`config.mk`:
```
export PLATFORM = sky130hd
export DESIGN_NAME = mem_stage
export DESIGN_NICKNAME = d
export VERILOG_FILES = /design/src/rtl/mem_stage.sv
export SDC_FILE = /design/constraint.sdc
export NUM_CORES = 1
export LEC_CHECK = 0
export ABC_AREA = 1
export ABC_CLOCK_PERIOD_IN_PS = 6710
export CORE_ASPECT_RATIO = 0.75
export CORE_MARGIN = 10
export CORE_UTILIZATION = 23
export DETAILED_ROUTE_END_ITERATION = 10
export GPL_ROUTABILITY_DRIVEN = 1
export HOLD_SLACK_MARGIN = 0.02
export SLEW_MARGIN = 40
export SYNTH_ARGS = -nofsm -noshare
export SYNTH_HDL_FRONTEND = slang
export SYNTH_SLANG_ARGS = --single-unit
```
`constraint.sdc`:
```
create_clock -name clk -period 6.71 [get_ports clk]
set_input_delay 2.013 -clock clk [delete_from_list [all_inputs] [get_ports clk]]
set_output_delay 2.013 -clock clk [all_outputs]
set_load 0.01 [all_outputs]
```
`src/rtl/mem_stage.sv`:
```
// Pipeline MEM stage: data-memory request generation, wait/timeout FSM,
// load extraction and the MEM/WB register.
module mem_stage #(
    parameter int MAX_WAIT = 15
) (
    input  logic        clk,
    input  logic        reset,
    input  logic [31:0] ex_alu_result,
    input  logic [31:0] ex_rs2_data,
    input  logic [4:0]  ex_rd,
    input  logic [2:0]  ex_funct3,
    input  logic        ex_RegWrite,
    input  logic        ex_MemRead,
    input  logic        ex_MemWrite,
    input  logic        ex_MemToReg,
    output logic        dmem_req,
    output logic        dmem_we,
    output logic [31:0] dmem_addr,
    output logic [31:0] dmem_wdata,
    output logic [3:0]  dmem_be,
    input  logic        dmem_ready,
    input  logic [31:0] dmem_rdata,
    output logic        mem_stall,
    output logic        mem_fault,
    output logic [31:0] wb_alu_result,
    output logic [31:0] wb_mem_data,
    output logic [4:0]  wb_rd,
    output logic        wb_RegWrite,
    output logic        wb_MemToReg
);
    localparam int CW = $clog2(MAX_WAIT + 1);

    typedef enum logic {IDLE, WAIT} state_t;

    state_t        state_q, state_d;
    logic [CW-1:0] cnt_q, cnt_d;
    logic          legal, access, illegal, timeout_now;
    logic [1:0]    off;

    function automatic logic [31:0] load_extract(input logic [31:0] rdata,
                                                 input logic [2:0]  f3,
                                                 input logic [1:0]  o);
        logic [7:0]  b;
        logic [15:0] h;
        b = rdata[{o, 3'b000} +: 8];
        h = o[1] ? rdata[31:16] : rdata[15:0];
        case (f3)
            3'b000:  return {{24{b[7]}}, b};
            3'b100:  return {24'b0, b};
            3'b001:  return {{16{h[15]}}, h};
            3'b101:  return {16'b0, h};
            3'b010:  return rdata;
            default: return 32'b0;
        endcase
    endfunction

    function automatic logic [3:0] store_be(input logic [2:0] f3, input logic [1:0] o);
        case (f3)
            3'b000:  return 4'b0001 << o;
            3'b001:  return o[1] ? 4'b1100 : 4'b0011;
            3'b010:  return 4'b1111;
            default: return 4'b0000;
        endcase
    endfunction

    function automatic logic [31:0] store_wdata(input logic [2:0] f3, input logic [31:0] rs2);
        case (f3)
            3'b000:  return {4{rs2[7:0]}};
            3'b001:  return {2{rs2[15:0]}};
            default: return rs2;
        endcase
    endfunction

    assign off = ex_alu_result[1:0];

    always_comb begin
        legal = 1'b0;
        if (ex_MemRead) begin
            case (ex_funct3)
                3'b000, 3'b100: legal = 1'b1;
                3'b001, 3'b101: legal = ~off[0];
                3'b010:         legal = (off == 2'b00);
                default:        legal = 1'b0;
            endcase
        end else if (ex_MemWrite) begin
            case (ex_funct3)
                3'b000:  legal = 1'b1;
                3'b001:  legal = ~off[0];
                3'b010:  legal = (off == 2'b00);
                default: legal = 1'b0;
            endcase
        end
    end

    assign access      = (ex_MemRead | ex_MemWrite) & legal;
    assign illegal     = (ex_MemRead | ex_MemWrite) & ~legal;
    assign timeout_now = (state_q == WAIT) && (cnt_q == CW'(MAX_WAIT)) && !dmem_ready;

    assign dmem_addr  = {ex_alu_result[31:2], 2'b00};
    assign dmem_we    = ex_MemWrite;
    assign dmem_be    = store_be(ex_funct3, off);
    assign dmem_wdata = store_wdata(ex_funct3, ex_rs2_data);

    always_ff @(posedge clk or posedge reset) begin
        if (reset) begin
            state_q <= IDLE;
            cnt_q   <= '0;
        end else begin
            state_q <= state_d;
            cnt_q   <= cnt_d;
        end
    end

    // Outputs are forced low while reset is high, even mid-wait.
    always_comb begin
        state_d   = state_q;
        cnt_d     = cnt_q;
        dmem_req  = 1'b0;
        mem_fault = 1'b0;
        case (state_q)
            IDLE: begin
                dmem_req  = access;
                mem_fault = illegal;
                if (access && !dmem_ready) begin
                    state_d = WAIT;
                    cnt_d   = CW'(1);
                end
            end
            WAIT: begin
                dmem_req  = ~timeout_now;
                mem_fault = timeout_now;
                if (dmem_ready || timeout_now) begin
                    state_d = IDLE;
                    cnt_d   = '0;
                end else begin
                    cnt_d = cnt_q + CW'(1);
                end
            end
            default: state_d = IDLE;
        endcase
        if (reset) begin
            dmem_req  = 1'b0;
            mem_fault = 1'b0;
        end
    end

    assign mem_stall = dmem_req & ~dmem_ready;

    // A non-stalled cycle with dmem_req high is a completing access.
    always_ff @(posedge clk or posedge reset) begin
        if (reset) begin
            wb_alu_result <= '0;
            wb_mem_data   <= '0;
            wb_rd         <= '0;
            wb_RegWrite   <= 1'b0;
            wb_MemToReg   <= 1'b0;
        end else if (mem_stall) begin
            wb_RegWrite <= 1'b0;
        end else begin
            wb_alu_result <= ex_alu_result;
            wb_mem_data   <= (dmem_req && ex_MemRead) ? load_extract(dmem_rdata, ex_funct3, off) : 32'b0;
            wb_rd         <= ex_rd;
            wb_RegWrite   <= ex_RegWrite & ~mem_fault;
            wb_MemToReg   <= ex_MemToReg;
        end
    end
endmodule

```
# Word-level counts from Yosys, hierarchy flattened
# Index checks and enable logic that the tools add are counted.
# classes
addsub	1
n_eq_ne	6
shift	2
n_mux	21
bitwise_logic	11
n_reduce_logical	10
# ops
operator	n
32-bit case mux with 5 select lines	1
32-bit case mux with 2 select lines	1
32-bit 2-to-1 mux	1
32-bit by 6-bit variable part select with 8-bit output	1
16-bit 2-to-1 mux	1
4-bit 2-to-1 mux	3
4-bit case mux with 3 select lines	1
4-bit case mux with 2 select lines	1
1-bit 2-to-1 mux	7
3-bit equality test (second input constant)	2
1-bit inverter	6
1-bit case mux with 2 select lines	3
1-bit case mux with 3 select lines	2
4-bit by 1-bit adder with 4-bit output (second input constant)	1
1-bit bitwise AND	4
4-bit equality test (second input constant)	1
1-bit logical AND	4
2-bit OR reduction	2
1-bit by 2-bit left shift with 4-bit output (first input constant)	1
3-bit by 1-bit equality test with 1-bit output (second input constant)	1
3-bit by 2-bit equality test with 1-bit output (second input constant)	1
3-bit zero test	1
2-bit zero test	1
2-bit inequality test (second input constant)	1
other kinds (3)	3
# totals
reg_bits	76
out_inout_bits	143

# Logic depth before layout (Yosys ltp)
# logic_depth
word_depth	11
depth_mapped	11
depth_no_buf	10

# Worst setup path before layout
# OpenSTA, ideal clock, no wires.
# synth_path
kind	input to output
start	input ex_funct3[1]
end	output dmem_wdata[12]
arrival_ns	2.991
t_required_ns	4.697
setup_slack_ns	1.706
stages	7
n_path_buf	2
cell_sequence	buf_2 -> nor2_1 -> inv_2 -> nor2_2 -> clkbuf_1 -> nand2_1 -> o21ai_0
# synth_via
elab_chain_cells	2
elab_cells_between_ends	3
cone_classes	eq/ne: 1; mux: 1; reduce/logical: 1
# synth_lines
item	line_no	rtl
from (decl)	11	input logic [2:0] ex_funct3,
3-bit by 1-bit equality test with 1-bit output / 3-bit zero test (equally long branches)	67	case (f3)
32-bit case mux with 2 select lines (*)	67	
to (decl)	19	output logic [31:0] dmem_wdata,
# Mark *: on every way between the ends. The rest lies on a longest branch, timed or not.

# Worst setup path in the final report
# layout_path
start	input ex_funct3[1]
end	output dmem_wdata[31]
# Same word-level chain as after synthesis.

==> impl_metrics.yaml <==
placement:
  hpwl_mm: 14.1
  numPortBuffers: 251
  placedCellCount: 1070
  gp_congestion: 0.849
clocking:
  cts-root-buf: "clkbuf_16"
  cts_htree_levels: 3
  cts_resized: 0
  clkTransAtPathRegs_ns: 0.06
  hold_buffers: 0
  worstSkewPairLatency_ns: 0.34
  cts.sinks: 76
  cts_tree: "built"
  cts_setup_buffers: 0
  cts_buffer_depth: 2
  numCtsBuffers: 9
layout:
  finalNetCount: 946
  n_antenna_cell: 0
  syn2layout_area_growth_pct: 62.0
  multi_input_area_mm2: 0.00193
  register_area_mm2: 0.00190
  fillers: 1974
  instances_no_fill: 1086
  drive_above_1_share: 0.0417
logic_synthesis:
  synth_top_family_by_area: "simple AND/OR/NAND/NOR gates"
  synthMuxAreaShare: 0
  yosysTopAreaCellShare: 0.430
  ys.flop_type: "dfrtp_1"
  ys_top_cells_by_count: "nand2_1 (355), dfrtp_1 (76), buf_4 (51)"
  synth_area_mm2: 0.00443
  syn_inst: 635
  post_synth_num_cell_types: 27
  synthArstFlopShare: 1.00
  synth_area_leaders: "dfrtp_1 (43%), nand2_1 (30%), buf_4 (8.7%)"
  synth_area_per_cell_um2: 6.97
  synth_largest_area_cell: "dfrtp_1"
  yosysSeqAreaShare: 0.430
  synth_fa_ha_area_frac: 0.00283
  synth_xor_area_frac: 0.00198
  yosysWarnings: 0
  synth-compound-area-share: 0.0763
  synthSimpleGateAreaFrac: 0.354
  synth_most_common_cell: "nand2_1"
  synth-seq-cells: 76
  synth_edf_count: 0
setup_path:
  timing.rr.end: "wb_mem_data[23]"
  cp-endpoint: "dmem_wdata[31]"
  crit_path_end_kind: "output pin"
  cp_max_fo: 10
  rrSetupSlack_ns: 4.46
  crit_type: "in -> out"
  ff2ff_path_depth: 9
  critical_path_required_ns: 4.70
  setup.worst_path.start_class: "input port"
  crit_start: "ex_funct3[1]"
  r2r_start: "cnt_q[0]"
  worstPathArrival_ns: 4.11
die:
  dieArea_mm2: 0.0252
  io_pins: 254
  start_util: 0.237
  core.rowCount: 43
  die_h_um: 140
  core_mm2: 0.0187
  die_x_um: 180
routing:
  drc_errors: 0
  drt_first_iter_violations: 318
  viasPerCell: 4.33
  totalWireLength_mm: 18.3
  drt_pass1_iterations: 5
  wl_per_cell_um: 16.8
  ant_nets: 0
  dr_total_vias: 4699
timing:
  hold_violations: 0
  fmax_mhz: 163
  relSlewSlack: 0.471
  rsz0062_at_grt: "false"
  setup_viol: 0
  finalCritPeriodShare: 0.913
  worstMarginPinSlew_ns: 0.793
  final.setup.tns_ns: 0
  slew_viol_final: 0
  fin_crit_ns: 6.12
  skew_ns: 0.00576
pwr:
  power_leakage_nw: 3.47
  power_w: 0.00139
  power_density_mw_per_mm2: 194
  ir_worst_vdd_uv: 96.3
global_routing:
  grt_pass1_vias: 4737
  antenna_found_initial: 1
  track_usage: 0.140
  grt-ovfl-total: 0
  grt_start_max_net_pins: 70
  grt_pass1_wl_mm: 28.3
worst_hold_path:
  hold_path.class: "reg -> reg"
job:
  cap_viol_max_count: 0
outcome:
  outcome: "completed"
==> worst min-delay path by stage <==
| stage | startpoint | to | slack [ns] | cells after the start |
|---|---|---|---|---|
| 2_1_floorplan | cnt_q[0] | cnt_q[0] | 0.51 | 1 |
| 3_3_place_gp | wb_rd[3] | wb_rd[3] | 0.45 | 2 |
| 3_5_place_dp | wb_alu_result[27] | wb_alu_result[27] | 0.46 | 2 |
| 4_1_cts | wb_alu_result[27] | wb_alu_result[27] | 0.47 | 2 |
| 5_1_grt | wb_mem_data[2] | wb_mem_data[2] | 0.49 | 2 |
| 6_report | wb_alu_result[27] | wb_alu_result[27] | 0.47 | 2 |
==> layer usage <==
metal,global-route usage,wire [µm],up-vias
met5,0,13,-
met4,0.0327,226,2
met3,0.0620,1780,17
met2,0.214,8040,200
met1,0.178,8200,2151
li1,-,-,2329
==> worst max-delay path: stages <==
cell	delay, ns
clkdlybuf4s50_1	0.55
nor2_1	0.22
buf_4	0.21
nand2_1	0.12
inv_1	0.27
nand2_1	0.09
nand3_1	0.09
clkdlybuf4s50_1	0.55
==> kinds of logic (layout without fill, tap and decap cells) <==
| logic type | after synthesis | in the layout |
|---|---|---|
| simple gates | 396 | 396 |
| xor+xnor | 1 | 1 |
| compound gates | 58 | 58 |
| other cells | 1 | 2 |
| buf+inv | 102 | 305 |
| flops | 76 | 76 |
| fa+ha+maj | 1 | 1 |
==> state kept, by name (all words and copies together), names as in the netlist <==
signal,count
wb_MemToReg,1
wb_RegWrite,1
wb_alu_result,32
state_q,1
cnt_q,4
wb_mem_data,32
wb_rd,5
==> cell type report <==
| class | count | area share |
|---|---|---|
| clock inverters | 6 | 0.0157 |
| well taps | 247 | 0.0431 |
| repair buffers | 258 | 0.358 |
| clock buffers | 10 | 0.0319 |
| multi-input cells | 458 | 0.270 |
| inverters | 31 | 0.0164 |
| flip-flops and latches | 76 | 0.265 |
==> placed cells by master, fill, tap and decap left out <==
| master | count |
|---|---|
| dfrtp_1 | 76 |
| conb_1 | 2 |
| a21oi_1 | 20 |
| clkbuf_1 | 1 |
| nand3_1 | 19 |
| o21ai_0 | 18 |
| clkdlybuf4s50_1 | 251 |
| xor2_1 | 1 |
| clkinv_4 | 2 |
| or2_2 | 1 |
| nand4_1 | 4 |
| o31ai_1 | 1 |
| ha_1 | 1 |
| nor2_4 | 3 |
| o211ai_1 | 17 |
| buf_4 | 7 |
| nand3b_1 | 1 |
| nand2_1 | 354 |
| nor2_1 | 8 |
| o21ai_1 | 1 |
| inv_1 | 28 |
| inv_2 | 2 |
| clkinv_2 | 2 |
| clkbuf_16 | 9 |
| bufinv_16 | 3 |
| nand2_2 | 4 |
| a211oi_1 | 1 |
| nor2_2 | 1 |
| nand3_2 | 1 |
==> power by group <==
part           leakage [nW]  switching, W  total (W)  internal (W)
registers             0.971     0.0000166   0.000501      0.000484
logic                  2.33      0.000153   0.000326      0.000173
clock network         0.167      0.000202   0.000566      0.000364
==> metrics by stage <==
step                instance area (µm²)  worst slack (ns)  hold slack, ns   util
CTS                                7170             0.580           0.473  0.384
global route                       7170             0.451           0.489  0.384
detailed placement                 6830             0.582           0.457  0.366
global placement                   6830             0.640           0.453  0.366
floorplan                          4430              1.71           0.505      -
finish                             7170             0.585           0.468  0.384
No activity file was read; power rests on OpenSTA's default activity.
